$ cat config.mk
export PLATFORM = sky130hd
export DESIGN_NAME = nibble_sweep_bist
export DESIGN_NICKNAME = d
export VERILOG_FILES = /design/src/rtl/nibble_sweep_bist.sv
export SDC_FILE = /design/constraint.sdc
export NUM_CORES = 1
export LEC_CHECK = 0
export BUFFER_PORTS_ARGS = -buffer_cell sky130_fd_sc_hd__buf_2
export CAP_MARGIN = 20
export CORE_ASPECT_RATIO = 0.9
export CORE_UTILIZATION = 51
export DETAILED_ROUTE_END_ITERATION = 10
export PLACE_DENSITY = 0.72
export SYNTH_ARGS = -nofsm -noshare
export SYNTH_HDL_FRONTEND = slang
export SYNTH_SLANG_ARGS = --single-unit
$ cat constraint.sdc
create_clock -name clk -period 2.4 [get_ports clk]
set_input_delay 0.24 -clock clk [delete_from_list [all_inputs] [get_ports clk]]
set_output_delay 0.24 -clock clk [all_outputs]
set_load 0.02 [all_outputs]
$ cat src/rtl/nibble_sweep_bist.sv
// nibble_sweep_bist: sweeps every WIDTH-bit code into a combinational checker,
// holds each code for HOLD cycles, samples the checker response on the last
// hold cycle, and reports a per-code signature plus a count of set responses.
module nibble_sweep_bist #(
  parameter int unsigned WIDTH = 4,
  parameter int unsigned HOLD  = 2
) (
  input  logic                      clk,
  input  logic                      rst_n,
  input  logic                      start,
  input  logic                      y_in,
  output logic [WIDTH-1:0]          a_out,
  output logic                      busy,
  output logic                      done,
  output logic [(1 << WIDTH)-1:0]   signature,
  output logic [WIDTH:0]            ones_count
);

  localparam int unsigned NCODES = 1 << WIDTH;
  localparam int unsigned CW     = WIDTH + 1;
  localparam int unsigned HW     = 8;

  localparam logic [WIDTH-1:0] LAST_CODE = {WIDTH{1'b1}};
  localparam logic [HW-1:0]    HOLD_LAST = HW'(HOLD - 1);

  typedef enum logic [1:0] {
    ST_IDLE  = 2'd0,
    ST_DRIVE = 2'd1,
    ST_DONE  = 2'd2
  } state_e;

  state_e              state_q,      state_d;
  logic [WIDTH-1:0]    code_q,       code_d;
  logic [HW-1:0]       hold_cnt_q,   hold_cnt_d;
  logic [NCODES-1:0]   signature_q,  signature_d;
  logic [CW-1:0]       ones_count_q, ones_count_d;
  logic                busy_q,       busy_d;
  logic                done_q,       done_d;

  // Next-state logic: sweep sequencing, sampling and flag generation.
  always_comb begin
    state_d      = state_q;
    code_d       = code_q;
    hold_cnt_d   = hold_cnt_q;
    signature_d  = signature_q;
    ones_count_d = ones_count_q;
    busy_d       = 1'b0;
    done_d       = 1'b0;

    case (state_q)
      ST_IDLE: begin
        if (start) begin
          state_d      = ST_DRIVE;
          code_d       = '0;
          hold_cnt_d   = '0;
          signature_d  = '0;
          ones_count_d = '0;
        end
      end

      ST_DRIVE: begin
        if (hold_cnt_q == HOLD_LAST) begin
          signature_d[code_q] = y_in;
          ones_count_d        = ones_count_q + CW'(y_in);
          hold_cnt_d          = '0;
          // Terminal code is detected before incrementing, so code never wraps.
          if (code_q == LAST_CODE) begin
            state_d = ST_DONE;
          end else begin
            code_d = code_q + WIDTH'(1);
          end
        end else begin
          hold_cnt_d = hold_cnt_q + HW'(1);
        end
      end

      ST_DONE: begin
        state_d = ST_IDLE;
      end

      default: begin
        state_d = ST_IDLE;
      end
    endcase

    // Flags are registered copies of the upcoming state, so they align with it.
    busy_d = (state_d == ST_DRIVE);
    done_d = (state_d == ST_DONE);
  end

  // State and output registers with synchronous active-low reset.
  always_ff @(posedge clk) begin
    if (!rst_n) begin
      state_q      <= ST_IDLE;
      code_q       <= '0;
      hold_cnt_q   <= '0;
      signature_q  <= '0;
      ones_count_q <= '0;
      busy_q       <= 1'b0;
      done_q       <= 1'b0;
    end else begin
      state_q      <= state_d;
      code_q       <= code_d;
      hold_cnt_q   <= hold_cnt_d;
      signature_q  <= signature_d;
      ones_count_q <= ones_count_d;
      busy_q       <= busy_d;
      done_q       <= done_d;
    end
  end

  assign a_out      = code_q;
  assign busy       = busy_q;
  assign done       = done_q;
  assign signature  = signature_q;
  assign ones_count = ones_count_q;

endmodule
## Word-level counts from Yosys, hierarchy flattened

Cells that the tools add are included.
Widths: inputs -> output; s select.

- Bits in read-only memories: 0
- Bits of input ports: 4
- Latch bits: 0
- Word-level logic and storage cells: 46
- Memory bits (writable): 0
- Memories kept: 0
- Register bits after elaboration: 37

- Bitwise operators: 0
- Muxes and demuxes: 20
- $lt $le $gt $ge: 2
- Divide/modulo/power cells: 0
- Shifts and indexed selects: 0
- Equality and inequality tests: 8
- Multiply operators: 0
- Reduce and logical (&&, ||, !) cells: 6
- $add $sub $neg: 3

Operators by type and width:

| kind | count |
|---|---|
| $mux 16 | 2 |
| $pmux 16 s2 | 1 |
| $bwmux 16 | 1 |
| $mux 8 | 2 |
| $pmux 8 s2 | 1 |
| $mux 4 | 3 |
| $mux 5 | 2 |
| $pmux 5 s2 | 1 |
| $add 8x1->8 const B | 1 |
| $eq 8x1->1 const B | 1 |
| $pmux 4 s2 | 1 |
| $mux 2 | 3 |
| $ne 2x2->1 const B | 3 |
| $add 5x1->5 | 1 |
| $lt 4x5->1 const B | 1 |
| $add 4x1->4 const B | 1 |
| $demux 1 s4 | 1 |
| $eq 2x1->1 const B | 2 |
| $eq 4x4->1 const B | 1 |
| $ge 4x1->1 const B | 1 |
| $pmux 2 s2 | 1 |
| $reduce_and 4->1 | 1 |
| $reduce_and 3->1 | 1 |
| $eq 2x2->1 const B | 1 |
| other kinds (5) | 5 |

## Longest topological paths before layout

Gate-level depths: netlist of run 1.

- Word-level depth: 7
- Mapped depth: 7

## Worst setup path after synthesis of run 1

Ideal clock, no wire load.

- Kind: reg2reg
- Start point: register hold_cnt_q[0]
- End point: register signature_q[10] (netlist: signature[10])
- Stages on the path, launching flop included: 5
- Setup slack: 666 ps
- Data required time: 2331 ps
- Arrival: 1665 ps
- Library setup time: 69 ps
- Clock period less this slack: 1734 ps
- Cells stage by stage: dfxtp_1 ha_1 or4b_4 or4_4 o21ai_1

- Word-level cells in the longest chain between the ends: 3

Ends and longest elaborated chain:

| element | line | source |
|---|---|---|
| from (decl) | 34 | `logic [HW-1:0] hold_cnt_q, hold_cnt_d;` |
| from (signal assigned) | 104 | `hold_cnt_q <= hold_cnt_d;` |
| $eq 8x1->1 | 62 | `if (hold_cnt_q == HOLD_LAST) begin` |
| $ne 2x2->1 (no line) | - |  |
| $reduce_and 3->1 (no line) | - |  |
| to (signal assigned) | 105 | `signature_q <= signature_d;` |
| to (decl) | 35 | `logic [NCODES-1:0] signature_q, signature_d;` |

Every way passes these cells.
A chain may end at the register's enable or synchronous reset.

## Worst setup path in the final report of run 1

- Start point: register hold_cnt_q[0]
- End point: register code_q[3] (netlist: a_out[3])

- Word-level cells in the longest chain between the ends: 3

Ends and longest elaborated chain:

| element | line | source |
|---|---|---|
| $eq 8x1->1 | 62 |  |
| $ne 2x2->1 (no line) | - |  |
| $reduce_and 4->1 (no line) | - |  |
| to (signal assigned) | 103 | `code_q <= code_d;` |
| to (decl) | 33 | `logic [WIDTH-1:0] code_q, code_d;` |

Every way passes these cells.

==> flow_summary.toml, run 1 <==
[route]
postRouteAntennaNets = 0
drc = 0
via_per_inst = 6.166
vias = 1788
wl_um = 4550
firstDrtPassIters = 5
first_iter_violations = 197
wire_per_inst_um = 15.69

[synth]
ys_seq_area_frac = 0.3976
ys_warn_count = 0
yosysUniqueCellTypes = 46
ys_seq_elements = 37
synth-edff-count = 0
synth_nets = 228
ys_async_sr_fraction = 0
syn_area_per_cell_um2 = 8.625
syn_area_um2 = 1863
ys.flop_type = "dfxtp_1"
postSynthCellCount = 216

[floorplanning]
die_y_um = 59.34
die_w_um = 65.71
fp-row-count = 20
fp.coreArea_um2 = 3428
initial_core_util = 0.5434
io_pins = 31
die_area_um2 = 3899

[placement]
dp_hpwl_um = 3164
dp_cells = 282
port_buffers = 30
place_area_um2 = 2056
gp_congestion = 0.8148

[cts]
clk_path_buf_depth = 2
hold_buffers = 0
cts-buffers-inserted = 5
cts-root-buf = "clkbuf_8"
postCtsSetupRepairBufs = 0
cts-resized-gates = 0
cts.htree.levels = 2
cts_tree = "done"
cts.sinks = 37
clkLatencyLatePin_ns = 0.29
clk_pin_slew_ns = 0.07

[sta]
fin_setup_tns_ns = 0
skew_ns = 0.006782
tightest_slew_ns = 0.5010
finalCriticalPeriod_ns = 1.931
timing.fmax_ghz = 0.5178
slew_viol_final = 0
setup_viol = 0
slew_headroom = 0.6660
period_share = 0.8047
hold_viol = 0
rsz0062_at_grt = "false"

[grt]
grt_usage = 0.2508
grt_pass1_vias = 1512
antenna_found_initial = 0
grt_first_pass_wirelength_um = 7389
grt_overflow = 0
grt_max_degree = 39

[setup_path]
r2r_cells = 5
path_cells = "ha_1 > nor4b_4 > a21oi_2 > or4_1 > o22ai_1"
r2r-end = "a_out[3]"
crit_start = "hold_cnt_q[0]"
r2r-start = "hold_cnt_q[0]"
regToRegSetupSlack_ns = 0.47
slowest_delay_ns = 0.51
critPathLaunchType = "flip-flop"
cp_max_fo = 12
worstPathRequired_ns = 2.61
crit_slowest_cell = "or4_1"
crit_type = "flip-flop to flip-flop"
crit_path_end_kind = "flip-flop"
cp.arrival_ns = 2.15

[finish]
instances_no_fill = 290
fin_area_um2 = 2138
antenna_cells = 0
area_growth_syn_to_layout_pct = 14.77
nNetsFinal = 257
drive_above_1_share = 0.2033

[min_path]
holdPathStages = 3
hold_class = "input pin to flip-flop"
whs_endpoint = "hold_cnt_q[1]"
min_from = "rst_n"

[power_and_ir_drop]
power_mw = 1.192
powerDensity_nw_per_um2 = 557.5
peakVddDrop_mv = 0.4209
leakage_nw = 0.8514

[flow_run]
cap_violations = 0

[outcome]
status = "completed"
cell usage after synthesis (2+ instances only):
cell / number / area, µm²
a31oi_1: 7 / 43.79
o22ai_1: 3 / 18.77
nand4b_1: 3 / 26.28
o21ai_0: 6 / 30.03
nand2b_1: 7 / 43.79
o21ai_1: 11 / 55.05
or4_1: 2 / 15.01
nor2b_1: 2 / 12.51
nand2_1: 18 / 67.56
a21oi_1: 12 / 60.06
nand4_1: 7 / 43.79
clkbuf_1: 11 / 41.29
nor2_1: 9 / 33.78
or3_1: 4 / 25.02
a21o_1: 3 / 22.52
o311ai_1: 3 / 26.28
o211ai_1: 12 / 90.09
dfxtp_1: 37 / 740.7
and3_1: 5 / 31.28
o31ai_1: 2 / 15.01
a32o_1: 3 / 30.03
nand3_1: 14 / 70.07
ha_1: 8 / 100.1
inv_1: 5 / 18.77
worst max-delay path, delay by kind of cell (launching register included):
| family | cells | cell delay, ns |
|---|---|---|
| AND/OR/NAND/NOR | 2 | 0.89 |
| flip-flops | 1 | 0.39 |
| AO/OA/AOI/OAI | 2 | 0.39 |
| adder cells (fa/ha/maj) | 1 | 0.18 |
cell usage in the layout (no fill, tap or decap), types with 3 or more instances in the layout:
master | synthesis | routed
a32o_1 | 3 | 3
nand4_1 | 7 | 7
buf_4 | 0 | 5
nand2_1 | 18 | 18
o211ai_1 | 12 | 12
o21ai_1 | 11 | 11
nand3_1 | 14 | 14
or3_1 | 4 | 4
buf_2 | 1 | 30
ha_1 | 8 | 8
and3_1 | 5 | 5
nand2b_1 | 7 | 7
o311ai_1 | 3 | 3
dfxtp_1 | 37 | 37
a21oi_1 | 12 | 12
nor2_1 | 9 | 9
o21ai_0 | 6 | 6
clkbuf_8 | 0 | 5
a21o_1 | 3 | 3
o22ai_1 | 3 | 3
inv_1 | 5 | 5
nand4b_1 | 3 | 3
a31oi_1 | 7 | 7
registers in the layout, indices dropped and copies added, names as in the netlist:
signal / cells
a_out: 4
hold_cnt_q: 8
done: 1
busy: 1
state_q: 2
signature: 16
ones_count: 5
cell families after synthesis:
group / share of synthesized area
fa+ha+maj: 0.05373
compound gates: 0.2472
buf+inv: 0.03693
flops: 0.3976
simple gates: 0.2592
mux: 0.005373
worst max-delay path by stage:
stage	slack, ns	to	cells past startpoint
after detailed placement	0.49	a_out[3]	5
after CTS	0.48	a_out[3]	5
after global placement	0.56	a_out[3]	5
after floorplan	0.67	signature[10]	4
after global routing	0.32	a_out[2]	6
final	0.47	a_out[3]	5
metal layers:
metal | global-route usage | routed length, µm | up-vias
li1 | - | - | 875
met1 | 0.3810 | 2253 | 825
met2 | 0.3601 | 1898 | 83
met3 | 0.05192 | 368 | 5
met4 | 0.05590 | 28 | 0
met5 | 0 | 0 | -
cell type report:
class / count / area, µm²
fill: 317 / 1290
multi-input combinational: 161 / 1054
sequential: 37 / 740.7
timing repair buffer: 35 / 187.7
clock buffer: 6 / 72.57
tap: 44 / 55.05
inverter: 5 / 18.77
clock inverter: 2 / 10.01
stage by stage:
| stage | hold slack (ns) | util | worst slack, ns |
|---|---|---|---|
| after floorplan | 0.4147 | - | 0.6660 |
| after global placement | 0.4655 | 0.5996 | 0.5617 |
| after detailed placement | 0.4682 | 0.5996 | 0.4930 |
| after CTS | 0.4203 | 0.6237 | 0.4771 |
| after global routing | 0.4343 | 0.6237 | 0.3193 |
| final | 0.4157 | 0.6237 | 0.4686 |
report_power, final:
part           total, mW  switching (mW)  internal [mW]
Combinational      0.138          0.0937         0.0448
Clock              0.426           0.224          0.201
Sequential         0.628         0.00794          0.620
(Power assumes the default switching activity.)
==> run 2, diff against run 1 <==
Settings changed: ABC_AREA set to 1, PLACE_DENSITY 0.72 to 0.75.
Clock period 2.4 ns to 1.6 ns, I/O delays scaled along.
==> run 2 against run 1 <==
Clock skew fell by 0.0022 ns. Highest routed layer unchanged. Core utilization fell by 0.20 points. Worst hold slack got worse by 0.26 ns. Combinational power rose to 2.7 times the previous value. Via count rose by 9.9%. Clock power rose by 45%. Clock-buffer cell count fell by 1. First-iteration DRC count fell by 46%. Synthesized area rose by 9.9%. Non-clock buffer count rose by 7. Sequential cell count did not move.
==> flow_summary.toml, run 2 <==
[outcome]
status = "completed"

[synth]
synth_nets = 317
syn_area_um2 = 2047
ys_warn_count = 0
synth.most_common_cell = "nand2_1"
synth_top_area_cell = "dfxtp_1"
ys_seq_elements = 37
synth-edff-count = 0
postSynthCellCount = 305
ys_async_sr_fraction = 0
syn_area_per_cell_um2 = 6.711
yosysUniqueCellTypes = 25
synthTopCellsByArea = "dfxtp_1 (36%), nand2_1 (17%), nand3_1 (9.3%), inv_1 (7.0%), a21oi_1 (5.6%)"
synth.cells.most_frequent = "nand2_1 (95), inv_1 (38), nand3_1 (38)"
ys_seq_area_frac = 0.3619
ys.flop_type = "dfxtp_1"
synth_top_area_share = 0.3619

[power_and_ir_drop]
powerDensity_nw_per_um2 = 828.0
switching_share = 0.3060
switching_power_mw = 0.5960
internal_power_mw = 1.352
combPwrFrac = 0.192
pwr-share-clk = 0.317
leakage_nw = 1.157
pwr-share-seq = 0.491
peakVddDrop_mv = 0.5953

[finish]
antenna_cells = 0
largest_reg_flops = 16
layout_common_cells = "nand2_1 (95), inv_1 (38), nand3_1 (38), dfxtp_1 (37), buf_2 (30)"
final_common_cell = "nand2_1"
nNetsFinal = 353
drive_above_1_share = 0.2029
multiInputGateArea_um2 = 1072
fill_cells = 373
area_growth_syn_to_layout_pct = 14.91
regArea_um2 = 740.7
instances_no_fill = 386
fin_area_um2 = 2352

[cts]
cts.sinks = 37
cts.htree.levels = 2
clkLatencyLatePin_ns = 0.29
clk_path_buf_depth = 2
hold_buffers = 0
clk_pin_slew_ns = 0.07
cts_tree = "done"
cts-root-buf = "clkbuf_8"
cts-buffers-inserted = 5

[sta]
tightest_slew_ns = 0.3494
rsz0062_at_grt = "false"
hold_viol = 0
setup_viol = 0
skew_ns = 0.004626
finalCriticalPeriod_ns = 1.455
period_share = 0.9094
fin_setup_tns_ns = 0
timing.fmax_ghz = 0.6872
slew_viol_final = 0
slew_headroom = 0.7667
setup_slack_ns = 0.1449

[placement]
dp_worst_setup_slack_ns = 0.1090
dp_hpwl_um = 3189
place_area_um2 = 2275
dp_cells = 380
gp_congestion = 0.8569
port_buffers = 30

[grt]
grt_max_degree = 17
antenna_found_initial = 0
grt_pass1_vias = 1751
grt_usage = 0.2480
grt_first_pass_wirelength_um = 8031
grt_overflow = 0

[route]
wl_um = 4484
wire_per_inst_um = 11.62
drc = 0
postRouteAntennaNets = 0
via_per_inst = 5.091
vias = 1965
first_iter_violations = 107
firstDrtPassIters = 4

[floorplanning]
io_pins = 31
die_w_um = 68.78
die_area_um2 = 4271
initial_core_util = 0.5410
fp.coreArea_um2 = 3784
die_y_um = 62.10
fp-row-count = 21

[setup_path]
worstPathRequired_ns = 1.83
critPathLaunchType = "flip-flop"
cp_max_fo = 6
cp.arrival_ns = 1.68
crit_path_end_kind = "flip-flop"
crit_type = "flip-flop to flip-flop"

[min_path]
hold_class = "input pin to flip-flop"

[flow_run]
cap_violations = 0
-- run 2: cell count changes after synthesis, sizes merged, moves of 10 or more --
cell,change
o21ai,-13
a21oi,+20
o211ai,-12
nor2,+10
nand3,+25
inv,+34
nand2,+82
-- run 2: cells by family (layout without fill, tap and decap cells) --
family / after synthesis / in the layout / share of synthesized area
AO/OA/AOI/OAI: 40 / 40 / 0.1180
flip-flops: 37 / 37 / 0.3619
AND/OR/NAND/NOR: 166 / 166 / 0.3527
XOR/XNOR: 1 / 1 / 0.004280
buffers and inverters: 53 / 88 / 0.1143
adder cells (fa/ha/maj): 8 / 8 / 0.04890
-- run 2: what timing repair did --
action                                 4_1_cts  5_1_grt
setup buffers                                0        0
gates resized for setup                      0        2
endpoints found under the hold margin        0        0
setup endpoints to repair                    0       15
-- run 2: worst paths after layout --
check	cells after the start	end	slack, ns	from
setup / recovery	8	a_out[1]	0.14	hold_cnt_q[1]
hold / removal	3	a_out[3]	0.15	rst_n
setup reg to reg	8	a_out[1]	0.14	hold_cnt_q[1]
hold reg to reg	2	signature[1]	0.46	signature[1]
-- run 2: area by class of cell --
type / instances / share of cell area
multi-input combinational: 215 / 0.4559
tap: 46 / 0.02447
timing repair buffer: 42 / 0.1074
sequential: 37 / 0.3149
inverter: 40 / 0.06596
clock inverter: 1 / 0.002128
clock buffer: 5 / 0.02926
-- run 2: power by group through the flow --
stage / clock [mW] / combinational, mW / sequential, mW
2_1_floorplan: 0 / 0.265 / 0.983
6_report: 0.617 / 0.374 / 0.956
3_5_place_dp: 0 / 0.375 / 0.977
4_1_cts: 0.629 / 0.376 / 0.956
3_3_place_gp: 0 / 0.368 / 0.976
5_1_grt: 0.674 / 0.427 / 0.959
-- run 2: routing by layer --
metal,wire length (µm),vias to the layer above,track usage
li1,-,1040,-
met1,2249,874,0.3690
met2,1909,44,0.3382
met3,269,7,0.07353
met4,55,0,0.07908
met5,0,-,0
-- run 2: worst max-delay path, cell delays in order, from the launching register on --
cell     delay [ns]
dfxtp_1        0.34
inv_1          0.08
ha_1           0.16
nand3_1        0.12
nor2_4         0.19
nand2_1        0.13
nor2_1         0.18
nand2_1        0.07
a21oi_1        0.12
-- run 2: metrics by stage --
stage	hold slack [ns]	power (mW)	util
detailed placement	0.4499	1.352	0.6012
finish	0.1512	1.948	0.6217
floorplan	0.2804	1.249	-
global placement	0.4461	1.344	0.6012
CTS	0.1465	1.961	0.6207
global route	0.1624	2.060	0.6217
